===== src/rtl/cpu_pkg.sv =====
// Shared encodings for the ExceptioNull control sequencer: opcodes, FSM states,
// ALU operation codes and the write-back / next-PC source selects.
package cpu_pkg;

  typedef enum logic [2:0] {
    ST_IDLE   = 3'd0,
    ST_FETCH  = 3'd1,
    ST_DECODE = 3'd2,
    ST_EXEC   = 3'd3,
    ST_MEM    = 3'd4,
    ST_WB     = 3'd5,
    ST_FAULT  = 3'd7
  } state_t;

  localparam logic [3:0] OP_J    = 4'b1000;
  localparam logic [3:0] OP_JAL  = 4'b1001;
  localparam logic [3:0] OP_LW   = 4'b1010;
  localparam logic [3:0] OP_SW   = 4'b1011;
  localparam logic [3:0] OP_BEQ  = 4'b1100;
  localparam logic [3:0] OP_BNE  = 4'b1101;
  localparam logic [3:0] OP_ADDI = 4'b1110;
  localparam logic [3:0] OP_LI   = 4'b1111;

  localparam logic [2:0] ALU_ADD = 3'b000;
  localparam logic [2:0] ALU_SUB = 3'b001;

  localparam logic [1:0] DMUX_ALU = 2'b00;
  localparam logic [1:0] DMUX_MEM = 2'b01;
  localparam logic [1:0] DMUX_PC1 = 2'b10;
  localparam logic [1:0] DMUX_IMM = 2'b11;

  localparam logic [1:0] PC_SRC_SEQ    = 2'b00;
  localparam logic [1:0] PC_SRC_BRANCH = 2'b01;
  localparam logic [1:0] PC_SRC_JUMP   = 2'b10;

  // Opcodes 0000-0111 are register-register ALU ops whose low bits are the ALU code.
  function automatic logic is_rtype(input logic [3:0] op);
    return (op[3] == 1'b0);
  endfunction

endpackage


===== src/rtl/seq_decode.sv =====
// Purely combinational opcode decoder: maps ir[7:4] to the per-instruction
// control fields used by the sequencer in EXEC, MEM and WB.
module seq_decode
  import cpu_pkg::*;
(
  input  logic [3:0] op,
  output logic [2:0] alu_control,
  output logic       alu_mux_select,
  output logic [1:0] dmux_select,
  output logic       is_mem,
  output logic       is_store,
  output logic       is_branch,
  output logic       is_jump,
  output logic       writes_reg
);

  // Opcode-to-control table.
  always_comb begin
    alu_control    = ALU_ADD;
    alu_mux_select = 1'b0;
    dmux_select    = DMUX_ALU;
    is_mem         = 1'b0;
    is_store       = 1'b0;
    is_branch      = 1'b0;
    is_jump        = 1'b0;
    writes_reg     = 1'b0;
    if (is_rtype(op)) begin
      alu_control = op[2:0];
      writes_reg  = 1'b1;
    end else begin
      case (op)
        OP_J: begin
          is_jump = 1'b1;
        end
        OP_JAL: begin
          is_jump     = 1'b1;
          writes_reg  = 1'b1;
          dmux_select = DMUX_PC1;
        end
        OP_LW: begin
          alu_mux_select = 1'b1;
          is_mem         = 1'b1;
          writes_reg     = 1'b1;
          dmux_select    = DMUX_MEM;
        end
        OP_SW: begin
          alu_mux_select = 1'b1;
          is_mem         = 1'b1;
          is_store       = 1'b1;
        end
        OP_BEQ, OP_BNE: begin
          alu_control = ALU_SUB;
          is_branch   = 1'b1;
        end
        OP_ADDI: begin
          alu_mux_select = 1'b1;
          writes_reg     = 1'b1;
        end
        OP_LI: begin
          alu_mux_select = 1'b1;
          writes_reg     = 1'b1;
          dmux_select    = DMUX_IMM;
        end
        default: begin
          alu_control = ALU_ADD;
        end
      endcase
    end
  end

endmodule


===== src/rtl/cpu_sequencer.sv =====
// Multi-cycle control sequencer: owns the instruction register, walks each
// instruction through FETCH/DECODE/EXEC/MEM/WB and guards both memories with a watchdog.
module cpu_sequencer
  import cpu_pkg::*;
#(
  parameter int MEM_TIMEOUT = 15
) (
  input  logic       clk,
  input  logic       reset,
  input  logic       run,
  output logic       imem_req,
  input  logic       imem_ack,
  input  logic [7:0] imem_rdata,
  output logic       dmem_req,
  input  logic       dmem_ack,
  output logic       data_mem_wren,
  input  logic       alu_zero,
  output logic [2:0] alu_control,
  output logic       alu_mux_select,
  output logic       reg_file_wren,
  output logic [1:0] reg_file_dmux_select,
  output logic       pc_wren,
  output logic [1:0] pc_src,
  output logic [7:0] ir,
  output logic [2:0] state,
  output logic       instr_retired,
  output logic       fault
);

  localparam int              CNT_W     = $clog2(MEM_TIMEOUT + 1);
  localparam logic [CNT_W-1:0] CNT_LIMIT = CNT_W'(MEM_TIMEOUT - 1);

  state_t           state_r;
  state_t           next_state_s;
  state_t           retire_state_s;
  logic [7:0]       ir_r;
  logic [CNT_W-1:0] wait_cnt_r;

  logic       req_s;
  logic       ack_s;
  logic       wait_expired_s;
  logic       cnt_clear_s;
  logic       short_exec_s;

  logic [2:0] dec_alu_control_s;
  logic       dec_alu_mux_select_s;
  logic [1:0] dec_dmux_select_s;
  logic       dec_is_mem_s;
  logic       dec_is_store_s;
  logic       dec_is_branch_s;
  logic       dec_is_jump_s;
  logic       dec_writes_reg_s;

  seq_decode u_decode (
    .op             (ir_r[7:4]),
    .alu_control    (dec_alu_control_s),
    .alu_mux_select (dec_alu_mux_select_s),
    .dmux_select    (dec_dmux_select_s),
    .is_mem         (dec_is_mem_s),
    .is_store       (dec_is_store_s),
    .is_branch      (dec_is_branch_s),
    .is_jump        (dec_is_jump_s),
    .writes_reg     (dec_writes_reg_s)
  );

  // j, beq and bne finish in EXEC; jal still has a link write-back to do.
  assign short_exec_s   = dec_is_branch_s || (dec_is_jump_s && !dec_writes_reg_s);
  assign retire_state_s = run ? ST_FETCH : ST_IDLE;

  // The watchdog only ever observes the memory owned by the current state.
  assign req_s          = (state_r == ST_FETCH) || (state_r == ST_MEM);
  assign ack_s          = (state_r == ST_FETCH) ? imem_ack : dmem_ack;
  assign wait_expired_s = (wait_cnt_r == CNT_LIMIT) && !ack_s;
  assign cnt_clear_s    = (next_state_s != state_r) &&
                          ((next_state_s == ST_FETCH) || (next_state_s == ST_MEM));

  assign state = state_r;
  assign ir    = ir_r;

  // State register.
  always_ff @(posedge clk or posedge reset) begin
    if (reset) begin
      state_r <= ST_IDLE;
    end else begin
      state_r <= next_state_s;
    end
  end

  // Next-state logic.
  always_comb begin
    next_state_s = state_r;
    case (state_r)
      ST_IDLE: begin
        if (run) begin
          next_state_s = ST_FETCH;
        end else begin
          next_state_s = ST_IDLE;
        end
      end
      ST_FETCH: begin
        if (imem_ack) begin
          next_state_s = ST_DECODE;
        end else if (wait_expired_s) begin
          next_state_s = ST_FAULT;
        end else begin
          next_state_s = ST_FETCH;
        end
      end
      ST_DECODE: begin
        next_state_s = ST_EXEC;
      end
      ST_EXEC: begin
        if (short_exec_s) begin
          next_state_s = retire_state_s;
        end else if (dec_is_mem_s) begin
          next_state_s = ST_MEM;
        end else begin
          next_state_s = ST_WB;
        end
      end
      ST_MEM: begin
        if (dmem_ack) begin
          if (dec_is_store_s) begin
            next_state_s = retire_state_s;
          end else begin
            next_state_s = ST_WB;
          end
        end else if (wait_expired_s) begin
          next_state_s = ST_FAULT;
        end else begin
          next_state_s = ST_MEM;
        end
      end
      ST_WB: begin
        next_state_s = retire_state_s;
      end
      ST_FAULT: begin
        next_state_s = ST_FAULT;
      end
      default: begin
        next_state_s = ST_IDLE;
      end
    endcase
  end

  // Output decode from state, IR and the same-cycle ack / zero inputs.
  always_comb begin
    imem_req             = 1'b0;
    dmem_req             = 1'b0;
    data_mem_wren        = 1'b0;
    alu_control          = ALU_ADD;
    alu_mux_select       = 1'b0;
    reg_file_wren        = 1'b0;
    reg_file_dmux_select = DMUX_ALU;
    pc_wren              = 1'b0;
    pc_src               = PC_SRC_SEQ;
    instr_retired        = 1'b0;
    fault                = 1'b0;
    case (state_r)
      ST_FETCH: begin
        imem_req = 1'b1;
        pc_wren  = imem_ack;
        pc_src   = PC_SRC_SEQ;
      end
      ST_EXEC: begin
        alu_control    = dec_alu_control_s;
        alu_mux_select = dec_alu_mux_select_s;
        if (dec_is_jump_s) begin
          pc_wren = 1'b1;
          pc_src  = PC_SRC_JUMP;
        end else if (dec_is_branch_s) begin
          pc_src  = PC_SRC_BRANCH;
          pc_wren = (ir_r[7:4] == OP_BNE) ? !alu_zero : alu_zero;
        end else begin
          pc_wren = 1'b0;
        end
        instr_retired = short_exec_s;
      end
      ST_MEM: begin
        dmem_req      = 1'b1;
        data_mem_wren = dec_is_store_s;
        instr_retired = dec_is_store_s && dmem_ack;
      end
      ST_WB: begin
        reg_file_wren        = 1'b1;
        reg_file_dmux_select = dec_dmux_select_s;
        instr_retired        = 1'b1;
      end
      ST_FAULT: begin
        fault = 1'b1;
      end
      default: begin
        fault = 1'b0;
      end
    endcase
  end

  // Instruction register, loaded on the accepted fetch.
  always_ff @(posedge clk or posedge reset) begin
    if (reset) begin
      ir_r <= 8'h00;
    end else if ((state_r == ST_FETCH) && imem_ack) begin
      ir_r <= imem_rdata;
    end else begin
      ir_r <= ir_r;
    end
  end

  // Watchdog wait counter.
  always_ff @(posedge clk or posedge reset) begin
    if (reset) begin
      wait_cnt_r <= '0;
    end else if (cnt_clear_s) begin
      wait_cnt_r <= '0;
    end else if (req_s && !ack_s) begin
      wait_cnt_r <= wait_cnt_r + 1'b1;
    end else begin
      wait_cnt_r <= wait_cnt_r;
    end
  end

endmodule


===== config.mk =====
export PLATFORM = sky130hd
export DESIGN_NAME = cpu_sequencer
export DESIGN_NICKNAME = d
export VERILOG_FILES = /design/src/rtl/cpu_pkg.sv /design/src/rtl/seq_decode.sv /design/src/rtl/cpu_sequencer.sv
export SDC_FILE = /design/constraint.sdc
export NUM_CORES = 1
export LEC_CHECK = 0
export BUFFER_PORTS_ARGS = -buffer_cell sky130_fd_sc_hd__clkbuf_2
export CELL_PAD_IN_SITES_DETAIL_PLACEMENT = 1
export CELL_PAD_IN_SITES_GLOBAL_PLACEMENT = 2
export CORE_MARGIN = 1.5
export CORE_UTILIZATION = 25
export DETAILED_ROUTE_END_ITERATION = 8
export PLACE_DENSITY_LB_ADDON = 0.25
export SETUP_SLACK_MARGIN = 0.3
export SLEW_MARGIN = 20
export SYNTH_ARGS = -nofsm -noshare
export SYNTH_HDL_FRONTEND = slang
export SYNTH_SLANG_ARGS = --single-unit

===== constraint.sdc =====
create_clock -name clk -period 2.1 [get_ports clk]
set_clock_uncertainty 0.1 [all_clocks]
set_input_delay 0.105 -clock clk [delete_from_list [all_inputs] [get_ports clk]]
set_output_delay 0.105 -clock clk [all_outputs]
set_load 0.02 [all_outputs]

==> impl_metrics.ini <==
[clock_tree]
cts_root_buffer = clkbuf_8
path_clk_slew_ns = 0.07
cts-buffers-inserted = 3
clockBufferDepth = 2
cts_num_sinks = 15
insertion_delay_ns = 0.25
htree_levels = 1
cts_tree = built

[global_routing]
antenna_found_initial = 0
grt-ovfl-total = 0
grt_start_max_net_pins = 16
grt.total_usage = 0.1604
grt_pass1_vias = 1255
grt_pass1_wl_um = 5692

[worst_setup_path]
ff2ff_path_depth = 5
worstPathMaxFanout = 4
worstPathRequired_ns = 2.12
slowest_delay_ns = 0.53
r2r_slack_ns = 0.15
crit_arrival_ns = 1.97
path_cells = ha_2, nand4b_1, or2_4, a2111oi_4, a311oi_2
critPathSlowestCell = a2111oi_4
reg2reg_to = wait_cnt_r[1]
end_kind = register
critical_path_class = reg -> reg
r2r-start = wait_cnt_r[1]
start_kind = register

[pwr]
p_leak_nw = 0.8682
powerDensity_nw_per_um2 = 1554
ir_drop_mv = 0.7374

[finish]
layout_commonest_cell = buf_4
synthToLayoutAreaGrowth_pct = 79.76
diodes = 0
drive_gt1_frac = 0.6198
fin_nets = 209
final_cell_mix = buf_4, clkbuf_2, dlygate4sd3_1, dfrtp_1

[worst_hold_path]
hold_end = state[2]
hp-start = imem_ack
holdPathStages = 4
hold_path_class = in -> reg

[place]
portBuffers = 39
dp_hpwl_um = 2490
gp_congestion = 0.7080

[routing]
drt.antenna.violating_nets = 0
vias = 1187
drc = 0
routed_wl_um = 3940
wl_per_cell_um = 16.28
initialDrtViolationCount = 30
dr.pass1.iters = 3
viasPerCell = 4.905

[run_status]
status = finished clean

[floorplan]
num_rows = 23
core_area_um2 = 4029
dieArea_um2 = 4602
start_util = 0.2609
pin_count = 40
die_x_um = 67.84
die_y_um = 67.84

[logic_synthesis]
syn-num-nets = 127
synth.distinct_cells = 43
syn-cell-area_um2 = 1051
synth-seq-area-share = 0.3571
yosysWarnings = 0
synth-seq-cells = 15
netlist_instances = 111
avgSynthCellArea_um2 = 9.469

[sta]
tns_ns = 0
min_period_over_period = 0.9295
relSlewSlack = 0.6259
drv_slew = 0
max_clock_freq_mhz = 512.3
period_minus_slack_ns = 1.952
worst_slew_pin_slew_ns = 0.5605
rsz0062_at_grt = yes
setup_viol = 0
hold-worst-slack_ns = 0.2678
finalHoldViolCount = 0

[run]
drv_cap = 0
power breakdown:
part           internal [mW]  total, mW  switching, mW
Clock                  0.133      0.244          0.111
Combinational           1.01       2.14           1.13
Sequential             0.428      0.550          0.121
routing by layer:
metal | share of wire | wire length, µm | global-route usage | vias up
met3 | 0.026 | 104 | 0.02138 | 0
met4 | 0 | 0 | 0.03250 | 0
li1 | - | - | - | 567
met5 | 0 | 0 | 0 | -
met2 | 0.55 | 2178 | 0.2953 | 24
met1 | 0.42 | 1658 | 0.1996 | 596
state kept, by name (all words and copies together), names as in the netlist:
| register | flops |
|---|---|
| wait_cnt_r | 4 |
| state | 3 |
| ir | 8 |
critical path: cells and delay by family, from the launching register on:
family                     cells  cell delay, ns
AOI/OAI and AO/OA              2            0.60
and+or+nand+nor                2            0.46
DFF                            1            0.43
adders and majority gates      1            0.23
synthesized netlist by cell type (all sizes together):
library cell	count	area [µm²]
or2b	1	7.510
a21oi	2	10.01
nor3	5	25.02
a211o	1	8.760
nor2	5	18.77
o311ai	1	8.760
xnor2	3	26.28
a211oi	3	22.52
nor3b	2	15.01
ha	2	25.02
nor4	1	6.260
dfrtp	15	375.4
or2	2	12.51
and3	1	6.260
nand4	1	6.260
clkbuf	3	11.26
and3b	1	8.760
or4b	1	10.01
nand3	3	15.01
inv	8	30.03
a311o	1	10.01
o21ai	1	5.000
nand2	6	22.52
a31o	1	8.760
mux2	8	90.09
a2111oi	1	15.01
buf	5	31.28
or3b	2	17.52
a31oi	1	6.260
nor2b	3	18.77
nand4b	1	8.760
nand2b	4	32.53
a311oi	5	43.79
and2	1	6.260
o32ai	1	8.760
and2b	2	15.01
nand3b	2	15.01
mux2i	1	10.01
xor2	2	17.52
o311a	1	10.01
a221oi	1	8.760
layout make-up:
| class | instances | area [µm²] |
|---|---|---|
| clock inverters | 1 | 7.507 |
| repair buffers | 85 | 585.6 |
| flip-flops and latches | 15 | 382.9 |
| inverters | 8 | 30.03 |
| multi-input cells | 80 | 779.5 |
| fillers | 474 | 2140 |
| well taps | 50 | 62.56 |
| clock buffers | 3 | 41.29 |
worst max path at each step:
stage,startpoint,endpoint,slack (ns),depth (start not counted)
6_report,wait_cnt_r[1],wait_cnt_r[1],0.15,5
5_1_grt,wait_cnt_r[1],wait_cnt_r[0],0.1,5
4_1_cts,ir[6],wait_cnt_r[2],0.21,4
3_5_place_dp,ir[4],wait_cnt_r[1],0.05,4
3_3_place_gp,ir[4],wait_cnt_r[1],0.14,4
2_1_floorplan,ir[6],wait_cnt_r[2],0.08,5
per-stage QoR:
stage	utilization	setup slack (ns)	area, µm²	cells	power [mW]
floorplan	-	0.08213	1092	111	1.534
global placement	0.3438	0.1416	1385	203	1.989
detailed placement	0.3438	0.04591	1385	203	2.036
CTS	0.4168	0.2142	1679	229	2.585
global route	0.4689	0.09787	1889	242	3.134
finish	0.4689	0.1480	1889	242	2.936
what timing repair did:
action	CTS	global route
setup endpoints to repair	10	16
cloned	0	0
endpoints found under the hold margin	23	0
setup buffers	13	13
resized for setup	15	33
hold buffers	9	0
pin swaps	9	7
kinds of logic (layout without fill, tap and decap cells):
logic type	count (synthesis)	in the layout	share of synthesized area
simple gates	44	44	0.2548
compound gates	20	20	0.1583
buf+inv	16	97	0.06905
flops	15	15	0.3571
mux	9	9	0.09524
xor+xnor	5	5	0.04167
fa+ha+maj	2	2	0.02381
(Power assumes the default switching activity.)
